### config.mk
export PLATFORM = sky130hd
export DESIGN_NAME = tumbler_draw_sequencer
export DESIGN_NICKNAME = d
export VERILOG_FILES = /design/src/rtl/tumbler_draw_sequencer.sv
export SDC_FILE = /design/constraint.sdc
export NUM_CORES = 1
export LEC_CHECK = 0
export CORE_MARGIN = 1.5
export CORE_UTILIZATION = 39
export CTS_BUF_LIST = sky130_fd_sc_hd__clkbuf_8
export DETAILED_ROUTE_END_ITERATION = 16
export PLACE_DENSITY = 0.63
export SLEW_MARGIN = 25
export SYNTH_ARGS = -nofsm -noshare
export SYNTH_HDL_FRONTEND = slang
export SYNTH_SLANG_ARGS = --single-unit
### constraint.sdc
create_clock -name clock -period 9.8 [get_ports clock]
set_clock_uncertainty 0.1 [all_clocks]
set_input_delay 0.98 -clock clock [delete_from_list [all_inputs] [get_ports clock]]
set_output_delay 0.98 -clock clock [all_outputs]
set_load 0.01 [all_outputs]
### src/rtl/tumbler_draw_sequencer.sv
// Feeds the tumbler square-drawer: snapshots the lock state on start, then paces one
// press/settle draw request per tumbler purely by cycle count (the drawer has no handshake).
module tumbler_draw_sequencer #(
  parameter int         NUM_TUMBLERS  = 4,
  parameter int         POS_BITS      = 3,
  parameter int         CUR_BITS      = 2,
  parameter logic [7:0] X_BASE        = 8'd20,
  parameter logic [7:0] X_STEP        = 8'd30,
  parameter logic [7:0] Y_BASE        = 8'd40,
  parameter logic [7:0] Y_STEP        = 8'd6,
  parameter int         PRESS_CYCLES  = 4,
  parameter int         SETTLE_CYCLES = 1100
) (
  input  logic                             clock,
  input  logic                             resetn,
  input  logic                             start,
  input  logic [NUM_TUMBLERS*POS_BITS-1:0] positions,
  input  logic [NUM_TUMBLERS*POS_BITS-1:0] targets,
  input  logic [CUR_BITS-1:0]              cursor,
  output logic [7:0]                       x_out,
  output logic [7:0]                       y_out,
  output logic [2:0]                       colour_out,
  output logic                             draw_full,
  output logic                             draw,
  output logic                             busy,
  output logic                             done,
  output logic [1:0]                       state_dbg
);

  // Handshake: none. start is a 1-cycle request accepted only in IDLE; draw is an
  // active-low strobe held for PRESS_CYCLES, then high for SETTLE_CYCLES.
  localparam int IDX_W   = (NUM_TUMBLERS > 1) ? $clog2(NUM_TUMBLERS) : 1;
  localparam int CNT_MAX = (PRESS_CYCLES > SETTLE_CYCLES) ? PRESS_CYCLES : SETTLE_CYCLES;
  localparam int CNT_W   = (CNT_MAX > 1) ? $clog2(CNT_MAX) : 1;

  localparam logic [IDX_W-1:0] LAST_IDX    = IDX_W'(NUM_TUMBLERS - 1);
  localparam logic [CNT_W-1:0] PRESS_LAST  = CNT_W'(PRESS_CYCLES - 1);
  localparam logic [CNT_W-1:0] SETTLE_LAST = CNT_W'(SETTLE_CYCLES - 1);

  typedef enum logic [1:0] {
    S_IDLE   = 2'd0,
    S_PRESS  = 2'd1,
    S_SETTLE = 2'd2,
    S_DONE   = 2'd3
  } state_t;

  state_t                           state, state_nx;
  logic [CNT_W-1:0]                 cnt, cnt_nx;
  logic [IDX_W-1:0]                 idx, idx_nx;
  logic                             load;
  logic [NUM_TUMBLERS*POS_BITS-1:0] pos_snap, tgt_snap;
  logic [CUR_BITS-1:0]              cur_snap;

  logic [NUM_TUMBLERS*POS_BITS-1:0] src_pos, src_tgt;
  logic [CUR_BITS-1:0]              src_cur;
  logic [POS_BITS-1:0]              sel_pos, sel_tgt;
  logic [7:0]                       x_nx, y_nx;
  logic [2:0]                       colour_nx;
  logic                             full_nx, draw_nx, busy_nx, done_nx;

  assign state_dbg = state;

  // State register plus registered outputs, so draw/busy/done never glitch.
  always_ff @(posedge clock or negedge resetn) begin
    if (!resetn) begin
      state      <= S_IDLE;
      cnt        <= '0;
      idx        <= '0;
      pos_snap   <= '0;
      tgt_snap   <= '0;
      cur_snap   <= '0;
      x_out      <= '0;
      y_out      <= '0;
      colour_out <= '0;
      draw_full  <= 1'b0;
      draw       <= 1'b1;
      busy       <= 1'b0;
      done       <= 1'b0;
    end else begin
      state <= state_nx;
      cnt   <= cnt_nx;
      idx   <= idx_nx;
      draw  <= draw_nx;
      busy  <= busy_nx;
      done  <= done_nx;
      if (state == S_IDLE && start) begin
        pos_snap <= positions;
        tgt_snap <= targets;
        cur_snap <= cursor;
      end
      if (load) begin
        x_out      <= x_nx;
        y_out      <= y_nx;
        colour_out <= colour_nx;
        draw_full  <= full_nx;
      end
    end
  end

  always_comb begin
    state_nx = state;
    cnt_nx   = cnt;
    idx_nx   = idx;
    load     = 1'b0;
    case (state)
      S_IDLE: begin
        if (start) begin
          state_nx = S_PRESS;
          cnt_nx   = '0;
          idx_nx   = '0;
          load     = 1'b1;
        end
      end
      S_PRESS: begin
        if (cnt == PRESS_LAST) begin
          state_nx = S_SETTLE;
          cnt_nx   = '0;
        end else begin
          cnt_nx = cnt + 1'b1;
        end
      end
      S_SETTLE: begin
        if (cnt == SETTLE_LAST) begin
          cnt_nx = '0;
          if (idx == LAST_IDX) begin
            state_nx = S_DONE;
          end else begin
            state_nx = S_PRESS;
            idx_nx   = idx + 1'b1;
            load     = 1'b1;
          end
        end else begin
          cnt_nx = cnt + 1'b1;
        end
      end
      S_DONE:  state_nx = S_IDLE;
      default: state_nx = S_IDLE;
    endcase
  end

  // On the first request the snapshot is being captured on the same edge, so read live inputs.
  always_comb begin
    src_pos   = (state == S_IDLE) ? positions : pos_snap;
    src_tgt   = (state == S_IDLE) ? targets   : tgt_snap;
    src_cur   = (state == S_IDLE) ? cursor    : cur_snap;
    sel_pos   = src_pos[idx_nx*POS_BITS +: POS_BITS];
    sel_tgt   = src_tgt[idx_nx*POS_BITS +: POS_BITS];
    x_nx      = X_BASE + 8'(idx_nx) * X_STEP;
    y_nx      = Y_BASE + 8'(sel_pos) * Y_STEP;
    colour_nx = (sel_pos == sel_tgt) ? 3'b010 : 3'b100;
    full_nx   = (32'(src_cur) == 32'(idx_nx));
    draw_nx   = (state_nx != S_PRESS);
    busy_nx   = (state_nx == S_PRESS) || (state_nx == S_SETTLE);
    done_nx   = (state_nx == S_DONE);
  end

endmodule

==> flow_metrics.py <==
metrics = {
    "pwr": {
        "power.density_nw_per_um2": 252.3,
        "p_leak_nw": 1.720,
        "power_mw": 1.040,
        "peakVddDrop_mv": 0.1100,
    },
    "floorplanning": {
        "num_rows": 33,
        "start_util_pct": 40.77,
        "dieWidth_um": 96.14,
        "pin_count": 54,
        "die_y_um": 96.14,
        "die-area_um2": 9243,
        "core_area_um2": 8299,
    },
    "synth": {
        "synth_edf_count": 0,
        "synth-simple-area-share_pct": 15.90,
        "yosys.area.top_type": "dfrtp_1",
        "synth_top_family_by_area": "simple AND/OR/NAND/NOR gates",
        "syn_inst": 330,
        "synth_cell_types": 52,
        "synthXorXnorAreaFrac_pct": 3.883,
        "synth.area.top_cells": "dfrtp_1 (43%), mux2_2 (9.0%), ha_1 (4.8%), mux4_2 (3.3%), nand2_1 (3.3%)",
        "yosysTopAreaCellShare_pct": 42.90,
        "synthMuxAreaShare_pct": 14.98,
        "synth-compound-area-share_pct": 10.98,
        "syn_area_um2": 3383,
        "synthAdderAreaFrac_pct": 5.399,
        "synth_seq_cells": 59,
        "syn_avg_cell_area_um2": 10.25,
        "synth_ff_type": "dfrtp_1",
        "synth-warning-count": 0,
        "ys_seq_area_share_pct": 43.68,
        "async_reset_ff_share_pct": 100.0,
    },
    "clocking": {
        "clockRootBuffer": "clkbuf_8",
        "cts_tree": "done",
        "cts_resized": 0,
        "clkSinkCount": 59,
        "clk_pin_slew_ps": 60,
        "cts_setup_buffers": 0,
        "cts_buffers": 9,
        "clock_path_buffers": 2,
        "clk_latency_ps": 330,
        "h-tree-depth": 3,
        "hold_buffers": 0,
    },
    "final_layout": {
        "final_cell_area_um2": 4120,
        "antennaDiodeCount": 0,
        "fillers": 770,
        "area_growth_pct": 21.78,
        "final_util_pct": 49.65,
        "regArea_um2": 1478,
        "finalNetCount": 414,
        "layout-drive-gt1-share_pct": 15.69,
        "multi_input_area_um2": 1745,
        "final_cells": 481,
    },
    "placed_design": {
        "portBuffers": 49,
        "dp_cells": 465,
        "dp_hpwl_mm": 5.140,
        "pre_cts_ws_ps": 5288,
        "gp_congestion": 0.8826,
        "dpl-instance-area_um2": 3908,
    },
    "sta": {
        "max-slew-margin-rel_pct": 47.66,
        "drv_slew": 0,
        "rsz0062_at_grt": "no",
        "worst_slack_ps": 5349,
        "finalHoldViolCount": 0,
        "timing.fmax_ghz": 0.2247,
        "fin_crit_sh_pct": 45.42,
        "whs_ps": 365.6,
        "fin_crit_ps": 4451,
        "finalSetupViolCount": 0,
        "fin_tns_setup_ps": 0,
        "tightest_slew_ps": 777.9,
    },
    "route": {
        "drc": 0,
        "wl_per_cell_um": 15.20,
        "vias_per_cell": 5.393,
        "ant_nets": 0,
        "drt-initial-drc-count": 107,
        "first_pass_iters": 4,
        "routed_wl_mm": 7.311,
        "vias": 2594,
    },
    "setup_path": {
        "start_kind": "flip-flop",
        "arrival_ps": 4560,
        "rr_endpoint": "y_out[3]",
        "crit_type": "flip-flop to flip-flop",
        "r2r_cells": 12,
        "timing.rr.start": "state_dbg[0]",
        "critPathRequiredTime_ps": 9910,
        "crit_fanout": 18,
        "reg2reg_slack_ps": 5350,
        "end_kind": "flip-flop",
    },
    "grt": {
        "grt_max_degree": 60,
        "grt.overflow.total": 0,
        "grt_antenna_before_repair": 0,
        "grt_pass1_vias": 2531,
        "grt_pass1_wl_mm": 12.14,
        "track_usage_pct": 17.45,
    },
    "min_path": {
        "holdPathStages": 2,
        "whs_endpoint": "x_out[2]",
        "hold_class": "flip-flop to flip-flop",
        "hp-start": "x_out[2]",
    },
    "job": {
        "drv_cap": 0,
    },
    "status": {
        "status": "completed",
    },
}
layout by cell type, fill, tap and decap left out, types with 12 or more instances in the layout:
cell / instances
nor2_1: 19
nand3_1: 17
mux2_2: 27
ha_1: 13
inv_1: 13
clkdlybuf4s50_1: 48
o21ai_0: 16
nand2_1: 30
clkbuf_8: 12
dfrtp_1: 58
worst max-delay path, stage by stage, from the launching register on:
cell and delay [ps]:
dfrtp_1 430, inv_1 120, ha_1 680, nand3b_1 420, nand2_1 440, nand2_1 550, mux2i_1 250, mux2_2 280
o21ai_0 260, ha_1 210, inv_1 50, fa_1 480, a21oi_1 60
cell families (layout without fill, tap and decap cells):
| logic type | count (synthesis) | in the layout |
|---|---|---|
| flops | 59 | 59 |
| fa+ha+maj | 14 | 14 |
| simple gates | 108 | 108 |
| other cells | 1 | 4 |
| buf+inv | 38 | 81 |
| compound gates | 54 | 54 |
| xor+xnor | 15 | 15 |
| mux | 41 | 41 |
cells in the mapped netlist (all sizes together), types with 5 or more instances:
| cell | instances |
|---|---|
| a21oi | 11 |
| ha | 13 |
| dfrtp | 58 |
| nand2 | 31 |
| xor2 | 5 |
| nand3 | 17 |
| nor3 | 6 |
| nor4 | 9 |
| buf | 11 |
| inv | 14 |
| and3 | 9 |
| mux2i | 9 |
| o21ai | 16 |
| clkbuf | 13 |
| mux4 | 5 |
| nor2 | 19 |
| xnor2 | 10 |
| mux2 | 27 |
| a311o | 7 |
routing by layer:
layer  up-vias  GRT usage [%]  share of wire [%]
met2        72          27.11                 46
met4         0          7.843                2.0
met3        15          3.160                4.3
met5         -              0                  0
li1       1264              -                  -
met1      1243          23.62                 48
how the worst max path moves through the flow:
stage / from / to / slack (ps)
3_3_place_gp: start / y_out[3] / 5440
6_report: state_dbg[0] / y_out[3] / 5350
2_1_floorplan: cnt[0] / y_out[3] / 6180
3_5_place_dp: start / y_out[3] / 5290
5_1_grt: state_dbg[1] / y_out[3] / 4900
4_1_cts: state_dbg[0] / y_out[3] / 5340
state kept, by name, indices dropped and copies added, names as in the netlist, 2 cells and up:
name        count
cur_snap        2
pos_snap       12
cnt            11
state_dbg       2
tgt_snap       12
idx             2
y_out           6
colour_out      2
x_out           6
area by class of cell:
cell class	instances	share of cell area, %
multi-input combinational	236	42.36
tap	105	3.189
timing repair buffer	51	12.15
inverter	14	1.275
sequential	59	35.86
clock inverter	4	1.154
clock buffer	12	4.008
power by group:
part           internal (mW)  switching (mW)  total, mW  leakage, nW
logic                  0.222           0.193      0.416        0.885
clock network          0.137          0.0947      0.232        0.108
registers              0.334          0.0575      0.392        0.726
Note: power is estimated with default switching activity, not from simulation.
